**src/rtl/uart_tx_if.sv**
```systemverilog
// Byte handshake between a byte source and the UART transmitter.
// The source drives data/valid; the transmitter answers with ready.
interface uart_tx_if;
  logic [7:0] tx_data;
  logic       tx_valid;
  logic       tx_ready;

  modport master (output tx_data, output tx_valid, input tx_ready);
  modport slave  (input tx_data, input tx_valid, output tx_ready);
endinterface

```
**src/rtl/uart_tx.sv**
```systemverilog
// 8N1 UART transmitter: one start bit, eight data bits LSB-first, one stop bit.
// A byte is accepted only in IDLE; the serial line always comes straight from a flop.
module uart_tx #(
  parameter int CLK_PER_BIT = 87
) (
  input  logic      clk,
  input  logic      rst_n,
  uart_tx_if.slave  tx_if,
  output logic      serial_out,
  output logic      busy,
  output logic      tx_done
);

  localparam int CNT_W = $clog2(CLK_PER_BIT);
  localparam logic [CNT_W-1:0] CNT_MAX = CNT_W'(CLK_PER_BIT - 1);

  typedef enum logic [1:0] {
    IDLE  = 2'd0,
    START = 2'd1,
    DATA  = 2'd2,
    STOP  = 2'd3
  } state_t;

  state_t           state_q, state_d;
  logic [CNT_W-1:0] cnt_q, cnt_d;
  logic [2:0]       idx_q, idx_d;
  logic [7:0]       shift_q, shift_d;
  logic             serial_q, serial_d;
  logic             done_q, done_d;
  logic             bit_end;

  assign bit_end        = (cnt_q == CNT_MAX);
  assign tx_if.tx_ready = (state_q == IDLE);
  assign busy           = (state_q != IDLE);
  assign serial_out     = serial_q;
  assign tx_done        = done_q;

  always_comb begin
    state_d  = state_q;
    cnt_d    = cnt_q;
    idx_d    = idx_q;
    shift_d  = shift_q;
    serial_d = serial_q;
    done_d   = 1'b0;

    case (state_q)
      IDLE: begin
        serial_d = 1'b1;
        cnt_d    = '0;
        idx_d    = 3'd0;
        if (tx_if.tx_valid) begin
          shift_d  = tx_if.tx_data;
          serial_d = 1'b0;
          state_d  = START;
        end
      end

      // The shift register moves right each time a data bit is launched,
      // so the next bit to send is always shift_q[0].
      START: begin
        if (bit_end) begin
          cnt_d    = '0;
          idx_d    = 3'd0;
          serial_d = shift_q[0];
          shift_d  = {1'b0, shift_q[7:1]};
          state_d  = DATA;
        end else begin
          cnt_d = cnt_q + CNT_W'(1);
        end
      end

      DATA: begin
        if (bit_end) begin
          cnt_d = '0;
          if (idx_q == 3'd7) begin
            idx_d    = 3'd0;
            serial_d = 1'b1;
            state_d  = STOP;
          end else begin
            idx_d    = idx_q + 3'd1;
            serial_d = shift_q[0];
            shift_d  = {1'b0, shift_q[7:1]};
          end
        end else begin
          cnt_d = cnt_q + CNT_W'(1);
        end
      end

      STOP: begin
        if (bit_end) begin
          cnt_d   = '0;
          done_d  = 1'b1;
          state_d = IDLE;
        end else begin
          cnt_d = cnt_q + CNT_W'(1);
        end
      end

      default: begin
        state_d  = IDLE;
        serial_d = 1'b1;
        cnt_d    = '0;
        idx_d    = 3'd0;
      end
    endcase
  end

  always_ff @(posedge clk or negedge rst_n) begin
    if (!rst_n) begin
      state_q  <= IDLE;
      cnt_q    <= '0;
      idx_q    <= 3'd0;
      shift_q  <= 8'h00;
      serial_q <= 1'b1;
      done_q   <= 1'b0;
    end else begin
      state_q  <= state_d;
      cnt_q    <= cnt_d;
      idx_q    <= idx_d;
      shift_q  <= shift_d;
      serial_q <= serial_d;
      done_q   <= done_d;
    end
  end

endmodule

```
**src/flat_wrapper.sv**
```systemverilog
// flat-port wrapper written by rule: the top's interface ports become plain ports
module uart_tx_flat 
#(
  parameter int CLK_PER_BIT = 87
)
  (clk, rst_n, serial_out, busy, tx_done, tx_if_tx_data, tx_if_tx_valid, tx_if_tx_ready);
  uart_tx_if tx_if_i ();
  input  logic clk;
  input  logic rst_n;
  output logic serial_out;
  output logic busy;
  output logic tx_done;
  input wire logic [$bits(tx_if_i.tx_data)-1:0] tx_if_tx_data;
  input wire logic [$bits(tx_if_i.tx_valid)-1:0] tx_if_tx_valid;
  output wire logic [$bits(tx_if_i.tx_ready)-1:0] tx_if_tx_ready;
  assign tx_if_i.tx_data = tx_if_tx_data;
  assign tx_if_i.tx_valid = tx_if_tx_valid;
  assign tx_if_tx_ready = tx_if_i.tx_ready;
  uart_tx #(.CLK_PER_BIT(CLK_PER_BIT)) u_core (.clk(clk), .rst_n(rst_n), .tx_if(tx_if_i), .serial_out(serial_out), .busy(busy), .tx_done(tx_done));
endmodule
```
**config.mk**
```make
export PLATFORM = sky130hd
export DESIGN_NAME = uart_tx_flat
export DESIGN_NICKNAME = d
export VERILOG_FILES = /design/src/rtl/uart_tx_if.sv /design/src/rtl/uart_tx.sv /design/src/flat_wrapper.sv
export SDC_FILE = /design/constraint.sdc
export NUM_CORES = 1
export LEC_CHECK = 0
export CAP_MARGIN = 20
export CORE_MARGIN = 2
export CORE_UTILIZATION = 54
export DETAILED_ROUTE_END_ITERATION = 7
export PLACE_DENSITY = 0.78
export SKIP_CTS_REPAIR_TIMING = 1
export SLEW_MARGIN = 20
export SYNTH_ARGS = -nofsm -noshare
export SYNTH_HDL_FRONTEND = slang
export SYNTH_SLANG_ARGS = --single-unit
```
**constraint.sdc**
```tcl
create_clock -name clk -period 2.52 [get_ports clk]
set_input_delay 0.252 -clock clk [delete_from_list [all_inputs] [get_ports clk]]
set_output_delay 0.252 -clock clk [all_outputs]
set_load 0.1 [all_outputs]
```
After elaboration in Yosys (flattened, before gate mapping):

Index checks and enable logic that the tools add are counted.
Widths: inputs -> output; s select.

* word-level logic and storage cells: 50
* bits in registers: 22

* equal/unequal tests: 11
* reduce and logical (&&, ||, !) cells: 7
* add/subtract/negate cells: 2
* mux-type cells: 24

Operators by type and width (count)
* $mux 8: 4
* $pmux 8 s3: 1
* $pmux 7 s2: 1
* $mux 2: 5
* $reduce_and 5->1: 2
* $mux 3: 3
* $pmux 3 s3: 1
* $ne 2x1->1 const B: 4
* $pmux 2 s4: 1
* $add 7x1->7 const B: 1
* $eq 7x7->1 const B: 1
* $mux 7: 1
* $mux 1: 6
* $eq 2x2->1 const B: 2
* $ne 2x2->1 const B: 2
* $add 3x1->3 const B: 1
* $eq 3x3->1 const B: 1
* $pmux 1 s3: 1
* $reduce_and 3->1: 1
* $reduce_bool 3->1: 1
* $reduce_or 3->1: 1
* $eq 2x1->1 const B: 1
* $logic_not 2->1: 1
* $reduce_bool 2->1: 1

Logic depth before layout (Yosys ltp):

Gate-level depths: netlist of the first run.

* depth in word-level cells: 4
* gate-level depth with buffers: 7

Least setup slack after synthesis of the first run:

No wires, ideal clock.

* kind: reg-to-reg
* start point: register u_core.state_q[0]
* end point: register u_core.shift_q[0]
* path slack: 0.142 ns
* required time: 2.395 ns
* arrival: 2.253 ns
* stages on the path, launching flop included: 8
* cells stage by stage: dfrtp_1 -> inv_1 -> ha_1 -> buf_2 -> nand2b_2 -> nand2_1 -> nor2_8 -> mux2_4

* longest elaborated chain between the ends: 3

RTL lines
* start, declared: line uart_tx.sv:24 `state_t state_q, state_d;`
* start signal, assigned: line uart_tx.sv:117 `state_q <= state_d;`
* $logic_not 2->1 *
* net tx_if_tx_ready: line flat_wrapper.sv:15 `output wire logic [$bits(tx_if_i.tx_ready)-1:0] tx_if_tx_ready;`
* $ne 2x2->1 (no line) or $reduce_bool 3->1 (tied branches)
* $reduce_and 5->1 (no line)
* end signal, assigned: line uart_tx.sv:120 `shift_q <= shift_d;`
* end, declared: line uart_tx.sv:27 `logic [7:0] shift_q, shift_d;`

Mark *: on every way through the listed nets, which the timed path passes. The rest lies on a longest branch.
A chain may end at the register's enable or synchronous reset.

Final worst setup path of the first run:

* start point: register u_core.state_q[0]
* end point: output port tx_if_tx_ready

* longest elaborated chain between the ends: 1

RTL lines
* $logic_not 2->1: line uart_tx.sv:33 `assign tx_if.tx_ready = (state_q == IDLE);`
* end, declared: line flat_wrapper.sv:15

No other way between the ends.

==> out/qor_table.md, run 1 <==
| Metric | Reported | Unit |
|---|---|---|
| Run status | finished clean | - |
| Worst supply voltage drop on vdd | 0.273 | mV |
| Netlist cell types | 33 | - |
| Number of filler instances in the final layout | 181 | - |
| Via count of the first global-routing pass | 838 | - |
| Clock power share | 33.2 | % |
| Flop pwr share | 62.6 | % |
| Required arrival time at the worst endpoint | 2.27 | ns |
| Total power draw | 0.564 | mW |
| Highest achievable clock rate | 517 | MHz |
| TritonCTS buffer count | 3 | - |
| Total wire length after detailed routing | 2190 | µm |
| Cell breakdown of the critical path | inv_1 -> ha_1 -> buf_4 | - |
| Max Buffers Root-to-Sink | 2 | - |
| Inserted Diodes | 0 | - |
| NetSw | 0.108 | mW |
| Number of buffer cells added on primary ports | 14 | - |
| # H-tree levels | 1 | - |
| Total half-perimeter wirelength after legalization and detailed placement | 1660 | µm |
| RSZ-0062 raised after global routing | false | - |
| TritonRoute pass-1 iters | 4 | - |
| Crit-path slowest cell | sky130_fd_sc_hd__ha_1 | - |
| Total number of vias | 808 | - |
| Critical path arrival | 1.68 | ns |
| Effective utilization at floorplan | 56.1 | % |
| Wire length of the first global-routing pass | 3770 | µm |
| Ratio of final minimum period to clock period | 76.8 | % |
| Async set-or-reset flop fraction in the synthesized netlist | 100 | % |
| Row cnt | 17 | - |
| Leading area contributor after synthesis | sky130_fd_sc_hd__dfrtp_1 | - |
| Max-slew violations | 0 | - |
| Antenna violations before repair | 0 | - |
| Crit Reg-Reg Endpoint | u_core.shift_q[6]$_DFFE_PN0P_ | - |
| Leftover overflow at the end of global routing | 0 | - |
| Area of the placeable core | 2190 | µm² |
| Reg2reg start | u_core.state_q[0]$_DFFE_PN0P_ | - |
| Most common library cell in the layout ignoring fill and taps | sky130_fd_sc_hd__dfrtp_1 | - |
| Post-synthesis to final-layout area growth | 16.3 | % |
| Post-layout nets | 141 | - |
| Sort of element at the end of the critical path | primary output | - |
| Cell leakage power | 0.674 | nW |
| Synth Warn # | 0 | - |
| Number of enable-type register cells in the synthesized netlist | 0 | - |
| Most instantiated flip-flop cell in the synthesis netlist | sky130_fd_sc_hd__dfrtp_1 | - |
| Largest fanout on the critical path | 10 | - |
| Cell chosen for the clock root | sky130_fd_sc_hd__clkbuf_4 | - |
| Final Hold Violating Endpoints | 0 | - |
| Ratio of routed vias to standard cells | 5.50 | - |
| Sequential area share after synthesis | 44.9 | % |
| Antenna Violating Nets Remaining | 0 | - |
| Category of the critical setup timing path | reg2out | - |
| Syn_nets | 123 | - |
| Setup slack of the most critical reg-to-reg path | 0.60 | ns |
| Per-cell routed wire length | 14.9 | µm |
| Final worst clock skew | 0.00502 | ns |
| Commonest cells after routing, fill and taps aside | 21 x sky130_fd_sc_hd__dfrtp_1, 10 x sky130_fd_sc_hd__ha_1, 10 x sky130_fd_sc_hd__clkdlybuf4s50_1, 9 x sky130_fd_sc_hd__mux2_2, 8 x sky130_fd_sc_hd__nor3_1 | - |
| Synthesis-stage register bit count | 22 | - |
| Setup Viol. Count Final | 0 | - |
| Internal power consumption | 0.456 | mW |
| Synthesized netlist cell count | 102 | - |
| Iteration-0 DRC Markers | 6 | - |
| Die outline width | 51.7 | µm |
| Area share of the largest cell type after synthesis | 42.8 | % |
| Maximum cell stage delay along the critical path | 0.45 | ns |
| TritonCTS sink count | 22 | - |
| Area of the mapped netlist | 1230 | µm² |
| Area of the die | 2670 | µm² |
| GRT Util Overall | 19.1 | % |
| Switching part of the total | 19.1 | % |
| Tightest Pin Transition | 0.783 | ns |
| Boundary Pins | 15 | - |
| Syn Area/Cell | 12.0 | µm² |
| Last weighted congestion value of the routability-driven placer | 0.806 | - |
| Worst hold path type | in2async | - |
| Total Neg Setup Slack | 0 | ns |
| Largest net degree at the start of global routing | 23 | - |
| Critical path startpoint category | register | - |
| Die height | 51.7 | µm |
| Clock slew at reported path FFs | 0.12 | ns |
| Count of cells along the worst register-to-register path | 6 | - |
| Tmin final | 1.93 | ns |
| Clk Latency, worst-skew pair | 0.30 | ns |
| Tightest slew margin relative to the limit | 47.4 | % |
| Remaining design rule violation count | 0 | - |
| Cells taking the most area after synthesis | sky130_fd_sc_hd__dfrtp_1 43%, sky130_fd_sc_hd__ha_1 10%, sky130_fd_sc_hd__mux2_4 8.6% | - |
| Comb pwr share | 4.3 | % |
| CTS tree | done | - |
| Number of maximum-capacitance constraint violations | 0 | - |
| Power per cell area | 395 | nW/µm² |
| Share of cells above drive strength 1 | 26.9 | % |
worst max-delay path, delay by kind of cell (launching register included):
| family | cells | cell delay [ns] |
|---|---|---|
| fa+ha+maj | 1 | 0.45 |
| buf+inv | 2 | 0.50 |
| flops | 1 | 0.43 |
logic make-up after synthesis:
family	Yosys count	share of synthesized area, %
AOI/OAI and AO/OA	10	6.01
buffers and inverters	8	2.55
adders and majority gates	10	10.2
xor gates and xnor gates	5	3.56
and+or+nand+nor	30	15.2
muxes	17	17.6
DFF	22	44.9
area by class of cell:
| cell class | instances | area (µm²) | share of cell area, % |
|---|---|---|---|
| inverters | 6 | 22.5 | 1.58 |
| clock buffers | 4 | 36.3 | 2.54 |
| repair buffers | 15 | 138 | 9.63 |
| well taps | 28 | 35.0 | 2.45 |
| multi-input cells | 72 | 646 | 45.2 |
| flip-flops and latches | 22 | 552 | 38.6 |
how the worst max path moves through the flow:
stage,from,endpoint,cells after the start
after floorplan,u_core.state_q[0]$_DFFE_PN0P_,u_core.shift_q[0]$_DFFE_PN0P_,7
after global placement,u_core.state_q[0]$_DFFE_PN0P_,u_core.shift_q[2]$_DFFE_PN0P_,5
after detailed placement,u_core.state_q[0]$_DFFE_PN0P_,u_core.shift_q[6]$_DFFE_PN0P_,6
after CTS,u_core.state_q[1]$_DFFE_PN0P_,tx_if_tx_ready,3
after global routing,u_core.state_q[0]$_DFFE_PN0P_,u_core.shift_q[3]$_DFFE_PN0P_,6
final,u_core.state_q[0]$_DFFE_PN0P_,tx_if_tx_ready,3
registers in the layout (all words and copies together), names as in the netlist:
signal             flops
u_core.serial_out      1
u_core.cnt_q           7
u_core.idx_q           3
u_core.tx_done         1
u_core.shift_q         8
u_core.state_q         2
Yosys cell counts (2+ instances only):
master and n:
sky130_fd_sc_hd__nand2_1 5, sky130_fd_sc_hd__nand3_1 4, sky130_fd_sc_hd__ha_1 10, sky130_fd_sc_hd__o21ai_0 4, sky130_fd_sc_hd__mux2_2 9, sky130_fd_sc_hd__dfrtp_1 21, sky130_fd_sc_hd__mux2_4 7, sky130_fd_sc_hd__nor3_1 8
sky130_fd_sc_hd__inv_1 6, sky130_fd_sc_hd__xor2_1 4, sky130_fd_sc_hd__nor2_1 2
power groups by stage:
stage	sequential (mW)	clock [mW]	combinational [mW]
floorplan	0.360	0	0.000712
global placement	0.360	0	0.0242
detailed placement	0.360	0	0.0249
CTS	0.353	0.197	0.0251
global route	0.353	0.212	0.0268
finish	0.353	0.187	0.0240
metal layers:
layer	vias up	global-route usage (%)	wire length, µm
li1	395	-	-
met1	393	26.1	955
met2	14	30.3	1130
met3	6	2.59	59
met4	0	8.77	40
met5	-	0	0
per-stage QoR:
step           util, %  worst slack [ns]  hold WS, ns  instance area, µm²  instances
3_3_place_gp      63.6             0.648        0.492                1390        143
6_report          65.2             0.585        0.284                1430        147
5_1_grt           65.2             0.478        0.294                1430        147
4_1_cts           65.2             0.579        0.292                1430        147
2_1_floorplan        -             0.142      -0.0436                1230        102
3_5_place_dp      63.6             0.597        0.497                1390        143
No activity file was read; power rests on OpenSTA's default activity.
==> run 2, diff against run 1 <==
--- a/config.mk
+++ b/config.mk
@@ -7,9 +7,9 @@
 export LEC_CHECK = 0
 export CAP_MARGIN = 20
 export CORE_MARGIN = 2
-export CORE_UTILIZATION = 54
+export CORE_UTILIZATION = 49
 export DETAILED_ROUTE_END_ITERATION = 7
-export PLACE_DENSITY = 0.78
+export PLACE_DENSITY = 0.74
 export SKIP_CTS_REPAIR_TIMING = 1
 export SLEW_MARGIN = 20
 export SYNTH_ARGS = -nofsm -noshare
==> constraint.sdc (replaced) <==
create_clock -name clk -period 1.6 [get_ports clk]
set_input_delay 0.16 -clock clk [delete_from_list [all_inputs] [get_ports clk]]
set_output_delay 0.16 -clock clk [all_outputs]
set_load 0.1 [all_outputs]
==> out/qor_table.md, run 2 (synthesis results as in run 1) <==
| Metric | Reported | Unit |
|---|---|---|
| Power per cell area | 574 | nW/µm² |
| Switching part of the total | 19.1 | % |
| Clock power share | 42.3 | % |
| TritonCTS buffer count | 3 | - |
| Number of filler instances in the final layout | 152 | - |
| Tightest Pin Transition | 0.280 | ns |
| Sort of element at the end of the critical path | register | - |
| Post-synthesis to final-layout area growth | 45.9 | % |
| Total wire length after detailed routing | 2780 | µm |
| Per-cell routed wire length | 16.3 | µm |
| Clock slew at reported path FFs | 0.14 | ns |
| Area of the placeable core | 2430 | µm² |
| TritonCTS sink count | 22 | - |
| Post-layout nets | 163 | - |
| CP Buf/Inv Count | 1 | - |
| Tightest slew margin relative to the limit | 81.3 | % |
| Reg2reg start | u_core.state_q[1]$_DFFE_PN0P_ | - |
| Final Hold Violating Endpoints | 0 | - |
| NetSw | 0.196 | mW |
| Timing endpoint of the critical path | u_core.shift_q[0]$_DFFE_PN0P_ | - |
| Leftover overflow at the end of global routing | 0 | - |
| Worst supply voltage drop on vdd | 0.806 | mV |
| Final worst clock skew | 0.0140 | ns |
| Worst Slack Setup Final | -0.245 | ns |
| Cell leakage power | 0.819 | nW |
| Critical path startpoint category | register | - |
| Critical path arrival | 2.05 | ns |
| CTS tree | done | - |
| Last weighted congestion value of the routability-driven placer | 0.763 | - |
| Die height | 54.1 | µm |
| Remaining design rule violation count | 0 | - |
| Start point of the critical path | u_core.state_q[1]$_DFFE_PN0P_ | - |
| Boundary Pins | 15 | - |
| Ratio of routed vias to standard cells | 5.38 | - |
| Max Buffers Root-to-Sink | 2 | - |
| Cell breakdown of the critical path | inv_2 -> ha_4 -> or3_4 -> o31a_4 -> nor2_8 -> mux2_4 | - |
| TritonRoute pass-1 iters | 4 | - |
| Total half-perimeter wirelength after legalization and detailed placement | 1880 | µm |
| Row cnt | 18 | - |
| Flop pwr share | 54.0 | % |
| Die outline width | 54.1 | µm |
| Count of cells along the worst register-to-register path | 6 | - |
| Inserted Diodes | 0 | - |
| Comb pwr share | 3.7 | % |
| # H-tree levels | 1 | - |
| Layout Cell Area excl Fill | 1790 | µm² |
| RSZ-0062 raised after global routing | true | - |
| Max-slew violations | 0 | - |
| Flip-flop count of the largest register, all copies and words added | 8 | - |
| Biggest register | u_core.shift_q | - |
| Area of the die | 2920 | µm² |
| Tmin final | 1.84 | ns |
| Failing checks | setup timing | - |
| Highest achievable clock rate | 542 | MHz |
| Wire length of the first global-routing pass | 4090 | µm |
| Total Neg Setup Slack | -2.67 | ns |
| Category of the critical setup timing path | reg2reg | - |
| Largest fanout on the critical path | 7 | - |
| GRT Util Overall | 20.2 | % |
| Maximum cell stage delay along the critical path | 0.45 | ns |
| Crit-path slowest cell | sky130_fd_sc_hd__dfrtp_2 | - |
| Setup slack of the most critical reg-to-reg path | -0.24 | ns |
| Family with the most delay on the worst path | simple AND/OR/NAND/NOR gates | - |
| Via count of the first global-routing pass | 899 | - |
| Internal power consumption | 0.833 | mW |
| Commonest cells after routing, fill and taps aside | 20 x sky130_fd_sc_hd__buf_4, 19 x sky130_fd_sc_hd__dfrtp_1, 10 x sky130_fd_sc_hd__clkdlybuf4s50_1, 9 x sky130_fd_sc_hd__mux2_4, 8 x sky130_fd_sc_hd__nor3_1 | - |
| Run status | complete, but fails checks | - |
| Ratio of final minimum period to clock period | 115 | % |
| Number of buffer cells added on primary ports | 14 | - |
| Required arrival time at the worst endpoint | 1.81 | ns |
| Setup Viol. Count Final | 16 | - |
| Clk Latency, worst-skew pair | 0.32 | ns |
| Antenna violations before repair | 0 | - |
| Effective utilization at floorplan | 50.5 | % |
| Total number of vias | 920 | - |
| Number of maximum-capacitance constraint violations | 0 | - |
| Most common library cell in the layout ignoring fill and taps | sky130_fd_sc_hd__buf_4 | - |
| Iteration-0 DRC Markers | 14 | - |
| Crit Reg-Reg Endpoint | u_core.shift_q[0]$_DFFE_PN0P_ | - |
| Share of cells above drive strength 1 | 49.6 | % |
| Largest registers | u_core.shift_q: 8 flops, u_core.cnt_q: 7 flops, u_core.idx_q: 3 flops | - |
| Largest net degree at the start of global routing | 23 | - |
| Total number of cells along the worst setup path | 6 | - |
| Cell chosen for the clock root | sky130_fd_sc_hd__clkbuf_4 | - |
| Antenna Violating Nets Remaining | 0 | - |
| Worst hold path type | in2async | - |
| Placed inst area | 1620 | µm² |
## run 2: cell count changes in the layout (fill, tap and decap cells not counted), moves of 2 or more
| cell | change |
|---|---|
| sky130_fd_sc_hd__buf_4 | +15 |
| sky130_fd_sc_hd__buf_12 | +4 |
| sky130_fd_sc_hd__ha_1 | -4 |
| sky130_fd_sc_hd__ha_4 | +4 |
| sky130_fd_sc_hd__inv_1 | -3 |
| sky130_fd_sc_hd__buf_6 | +2 |
| sky130_fd_sc_hd__dfrtp_1 | -2 |
| sky130_fd_sc_hd__dfrtp_2 | +2 |
| sky130_fd_sc_hd__inv_2 | +2 |
| sky130_fd_sc_hd__mux2_2 | -2 |
| sky130_fd_sc_hd__mux2_4 | +2 |
| sky130_fd_sc_hd__o21ai_0 | -2 |
## run 2: metal layers
| layer | wire length [µm] | GRT usage (%) | vias up |
|---|---|---|---|
| met5 | 0 | 0 | - |
| met4 | 75 | 8.33 | 0 |
| met3 | 105 | 6.39 | 10 |
| met2 | 1410 | 33.7 | 22 |
| met1 | 1180 | 23.9 | 450 |
| li1 | - | - | 438 |
## run 2: power groups by stage
stage                     Clock (mW)  Sequential [mW]  Combinational (mW)
after floorplan                    0            0.567             0.00112
after global placement             0            0.567              0.0383
after detailed placement           0            0.567              0.0390
after CTS                      0.437            0.556              0.0393
after global routing           0.463            0.556              0.0414
final                          0.436            0.556              0.0378
## run 2: how the worst min path moves through the flow
| stage | start | to | cells past startpoint |
|---|---|---|---|
| floorplan | rst_n | u_core.cnt_q[0]$_DFF_PN0_ | 0 |
| global placement | u_core.shift_q[1]$_DFFE_PN0P_ | u_core.shift_q[1]$_DFFE_PN0P_ | 1 |
| detailed placement | u_core.shift_q[4]$_DFFE_PN0P_ | u_core.shift_q[4]$_DFFE_PN0P_ | 1 |
| CTS | rst_n | u_core.tx_done$_DFF_PN0_ | 2 |
| global route | rst_n | u_core.cnt_q[4]$_DFF_PN0_ | 2 |
| finish | rst_n | u_core.cnt_q[4]$_DFF_PN0_ | 2 |
## run 2: layout make-up
| cell class | instances | area (µm²) | area share [%] |
|---|---|---|---|
| multi-input combinational | 72 | 754 | 42.1 |
| clock inverter | 1 | 30.0 | 1.67 |
| sequential | 22 | 554 | 30.9 |
| clock buffer | 3 | 22.5 | 1.26 |
| inverter | 6 | 26.3 | 1.47 |
| tap | 30 | 37.5 | 2.09 |
| timing repair buffer | 37 | 368 | 20.5 |
## run 2: through the flow
stage	hold WS (ns)	instances	total power [mW]	util [%]	setup WS [ns]
after detailed placement	0.489	165	0.606	66.7	-0.233
after global placement	0.492	165	0.605	66.7	-0.182
final	0.157	171	1.03	73.7	-0.245
after CTS	0.170	169	1.03	68.8	-0.239
after global routing	0.179	171	1.06	73.7	-0.307
after floorplan	-0.136	102	0.568	-	-0.145
==> RTL edit 1 (flow settings as in run 1) <==
Reset style: synchronous (`rst_n`), changed in one clocked block.
--- a/src/rtl/uart_tx.sv
+++ b/src/rtl/uart_tx.sv
@@ -105,7 +105,7 @@
     endcase
   end
 
-  always_ff @(posedge clk or negedge rst_n) begin
+  always_ff @(posedge clk) begin
     if (!rst_n) begin
       state_q  <= IDLE;
       cnt_q    <= '0;
Check against the original RTL: differs if rst_n is asserted again (counterexample within 4 cycles, from zero or initial values and one cycle with rst_n low); with rst_n held inactive, the same outputs for 10 cycles.
==> RTL edit 1 against run 1 <==
- setup slack worse by 0.0058 ns
- sequential share of layout area shrank 6.9 points
- synthesized area up 0.51%
- clock skew is 0.00095 ns lower
- cell area decreased by 2.8%
- wire length rose by 1.9%
- sequential cell count unchanged
- critical endpoint is now u_core.shift_q[1]
Power is not compared: it rests on default switching activity, and its combinational part moved more than twofold at a synthesized area within 25%.
==> RTL edit 1: results (changes against run 1) <==
metric	value	unit	change
final_core_util	0.6339		-0.01828
synth_xor_xnor_area_share	0.03546		-0.0001806
firstDrtPassIters	5		+1
multi_input_comb_area	708.2	sq um	+9.7%
crit_slowest_cell	dfxtp_1		
outcome	complete, no violations		
syn-instance-count	133		+30%
seqCellArea	440.4	sq um	-20%
stdcell_count	173		+18%
comb.multi_input.count	92		+28%
wl_met3	45	microns	-24%
timing.critical_path.max_delay_family	compound AO/OA/AOI/OAI gates		
nNonClkInverters	14		+8
grt_pass1_vias	897		+7.0%
slowest_delay	0.38	ns	-0.07 ns
finalWeightedCongestion	0.8761		+8.7%
buf_share	0.09369		-0.002628
synth.area.mux_share	0.09625		-0.07992
wl_per_cell	12.87	microns	-13%
ys_seq_area_frac	0.3566		-0.09245
num-nonclk-buffers	14		-1
cp_max_fo	8		-2
grt_pass1_wl	3670	microns	-2.6%
wl_met2	1095	microns	-3.2%
synth_compound_area_frac	0.1611		+0.1010
fin_nets	168		+19%
dp_hpwl	1743	microns	+4.8%
via_per_inst	5.497		about the same
hold_class	register to register		
[RTL edit 1: cell types whose count changed after synthesis, sizes merged, moves of 7 or more]
cell	run 1	this run
a211oi	0	15
nor2	4	11
inv	6	14
dfrtp	21	0
nor3	8	0
mux2	16	7
dfxtp	0	22
[RTL edit 1: worst max path at each step]
stage                           start  slack [ns]  depth (start not counted)                 to
CTS                   u_core.idx_q[0]        0.59                          5  u_core.shift_q[2]
finish              u_core.state_q[0]        0.58                          6  u_core.shift_q[1]
global placement      u_core.idx_q[0]        0.68                          5  u_core.shift_q[1]
global route        u_core.state_q[0]        0.44                          6  u_core.shift_q[6]
detailed placement    u_core.idx_q[0]        0.63                          5  u_core.shift_q[2]
floorplan           u_core.state_q[0]        0.25                          8  u_core.shift_q[7]
==> RTL edit 2 (config.mk and constraints of run 1) <==
Without the edit above. `CLK_PER_BIT` is set to 87 in 2 places; all go to 174.
--- a/src/rtl/uart_tx.sv
+++ b/src/rtl/uart_tx.sv
@@ -1,7 +1,7 @@
 // 8N1 UART transmitter: one start bit, eight data bits LSB-first, one stop bit.
 // A byte is accepted only in IDLE; the serial line always comes straight from a flop.
 module uart_tx #(
-  parameter int CLK_PER_BIT = 87
+  parameter int CLK_PER_BIT = 174
 ) (
   input  logic      clk,
   input  logic      rst_n,
--- a/src/flat_wrapper.sv
+++ b/src/flat_wrapper.sv
@@ -1,7 +1,7 @@
 // flat-port wrapper written by rule: the top's interface ports become plain ports
 module uart_tx_flat 
 #(
-  parameter int CLK_PER_BIT = 87
+  parameter int CLK_PER_BIT = 174
 )
   (clk, rst_n, serial_out, busy, tx_done, tx_if_tx_data, tx_if_tx_valid, tx_if_tx_ready);
   uart_tx_if tx_if_i ();
Behaviour: no difference found for any inputs over 10 cycles, from zero or initial values and one cycle with rst_n low; that may be too few to reach the edited logic, so the function may still have changed.
==> RTL edit 2 against run 1 <==
- synthesized area unchanged
- die area is the same
- sequential cell count grew 1
- power is 1.7% lower
- setup slack gained 0.12 ns
- critical endpoint is now u_core.shift_q[6]
- cell area is 1.1% lower
- clock skew grew 0.0014 ns
- largest cell class unchanged
- combinational power decreased by 2%
- final cell count rose by 4.1%
- hold slack got worse by 0.0042 ns
- wire length fell by 16%
==> RTL edit 2: results (changes against run 1) <==
metric	value	unit	change
grt_pass1_wl	3332	microns	-12%
preCtsSetupSlack	0.7385	ns	+0.1415 ns
drt_wl_total	1846	microns	-16%
leakagePower	0.7076	nW	+4.9%
synth.area.mux_share	0.1466		-0.02953
fin_ws	0.7069	ns	+0.1216 ns
crit_arrival	2.01	ns	+0.33 ns
cellInternalPower	0.4454	mW	-2.4%
wl_met1	892	microns	-6.6%
cp_max_fo	8		-2
fin_skew	0.006409	ns	+0.001391 ns
top_regs	u_core.cnt_q x8, u_core.shift_q x8, u_core.idx_q x3		
wl_met3	51	microns	-14%
yosysUniqueCellTypes	28		-15%
drive_gt1_frac	0.2560		-0.01291
timing.critical_path.max_delay_family	simple AND/OR/NAND/NOR gates		
placed_cell_area	1386	sq um	-0.45%
cts_htree_levels	1		unchanged
ys_seq_area_frac	0.4695		+0.02037
whs	0.2799	ns	-0.004244 ns
slowest_delay	0.39	ns	-0.06 ns
ys_top_cells_by_count	22 x dfrtp_1, 16 x mux2_2, 10 x ha_1		
max_slew_margin	0.6469		+0.1729
ir_worst_vdd	0.0002599	V	-4.8%
grt_pass1_vias	760		-9.3%
outcome	complete, no violations		
track_usage	0.1682		-0.02326
syn_nets	129		+4.9%
synth_area_leaders	dfrtp_1 45%, mux2_2 15%, ha_1 10%		
nFillCells	180		-0.55%
via_per_inst	5.386		-2.0%
wl_met2	868	microns	-23%
synth_compound_area_frac	0.05092		-0.009165
wl_per_cell	12.07	microns	-19%
==> RTL edit 2: power by group through the flow <==
stage	Combinational, mW	Sequential, mW	Clock [mW]
2_1_floorplan	0.000755	0.376	0
3_3_place_gp	0.0238	0.376	0
3_5_place_dp	0.0243	0.376	0
4_1_cts	0.0244	0.369	0.172
5_1_grt	0.0264	0.369	0.182
6_report	0.0235	0.369	0.162
==> RTL edit 2: layout make-up <==
class	count	area, sq um	area share
multi-input cells	77	614.3	0.4349
flip-flops and latches	23	576.8	0.4083
repair buffers	15	137.6	0.09743
well taps	28	35.03	0.02480
clock buffers	4	26.28	0.01860
inverters	6	22.52	0.01594
==> RTL edit 2: logic make-up after synthesis <==
group                    Yosys count
multiplexers                      16
flip-flops                        23
AND/OR/NAND/NOR                   35
adder cells (fa/ha/maj)           10
XOR/XNOR                           6
AO/OA/AOI/OAI                     10
buffers and inverters              8
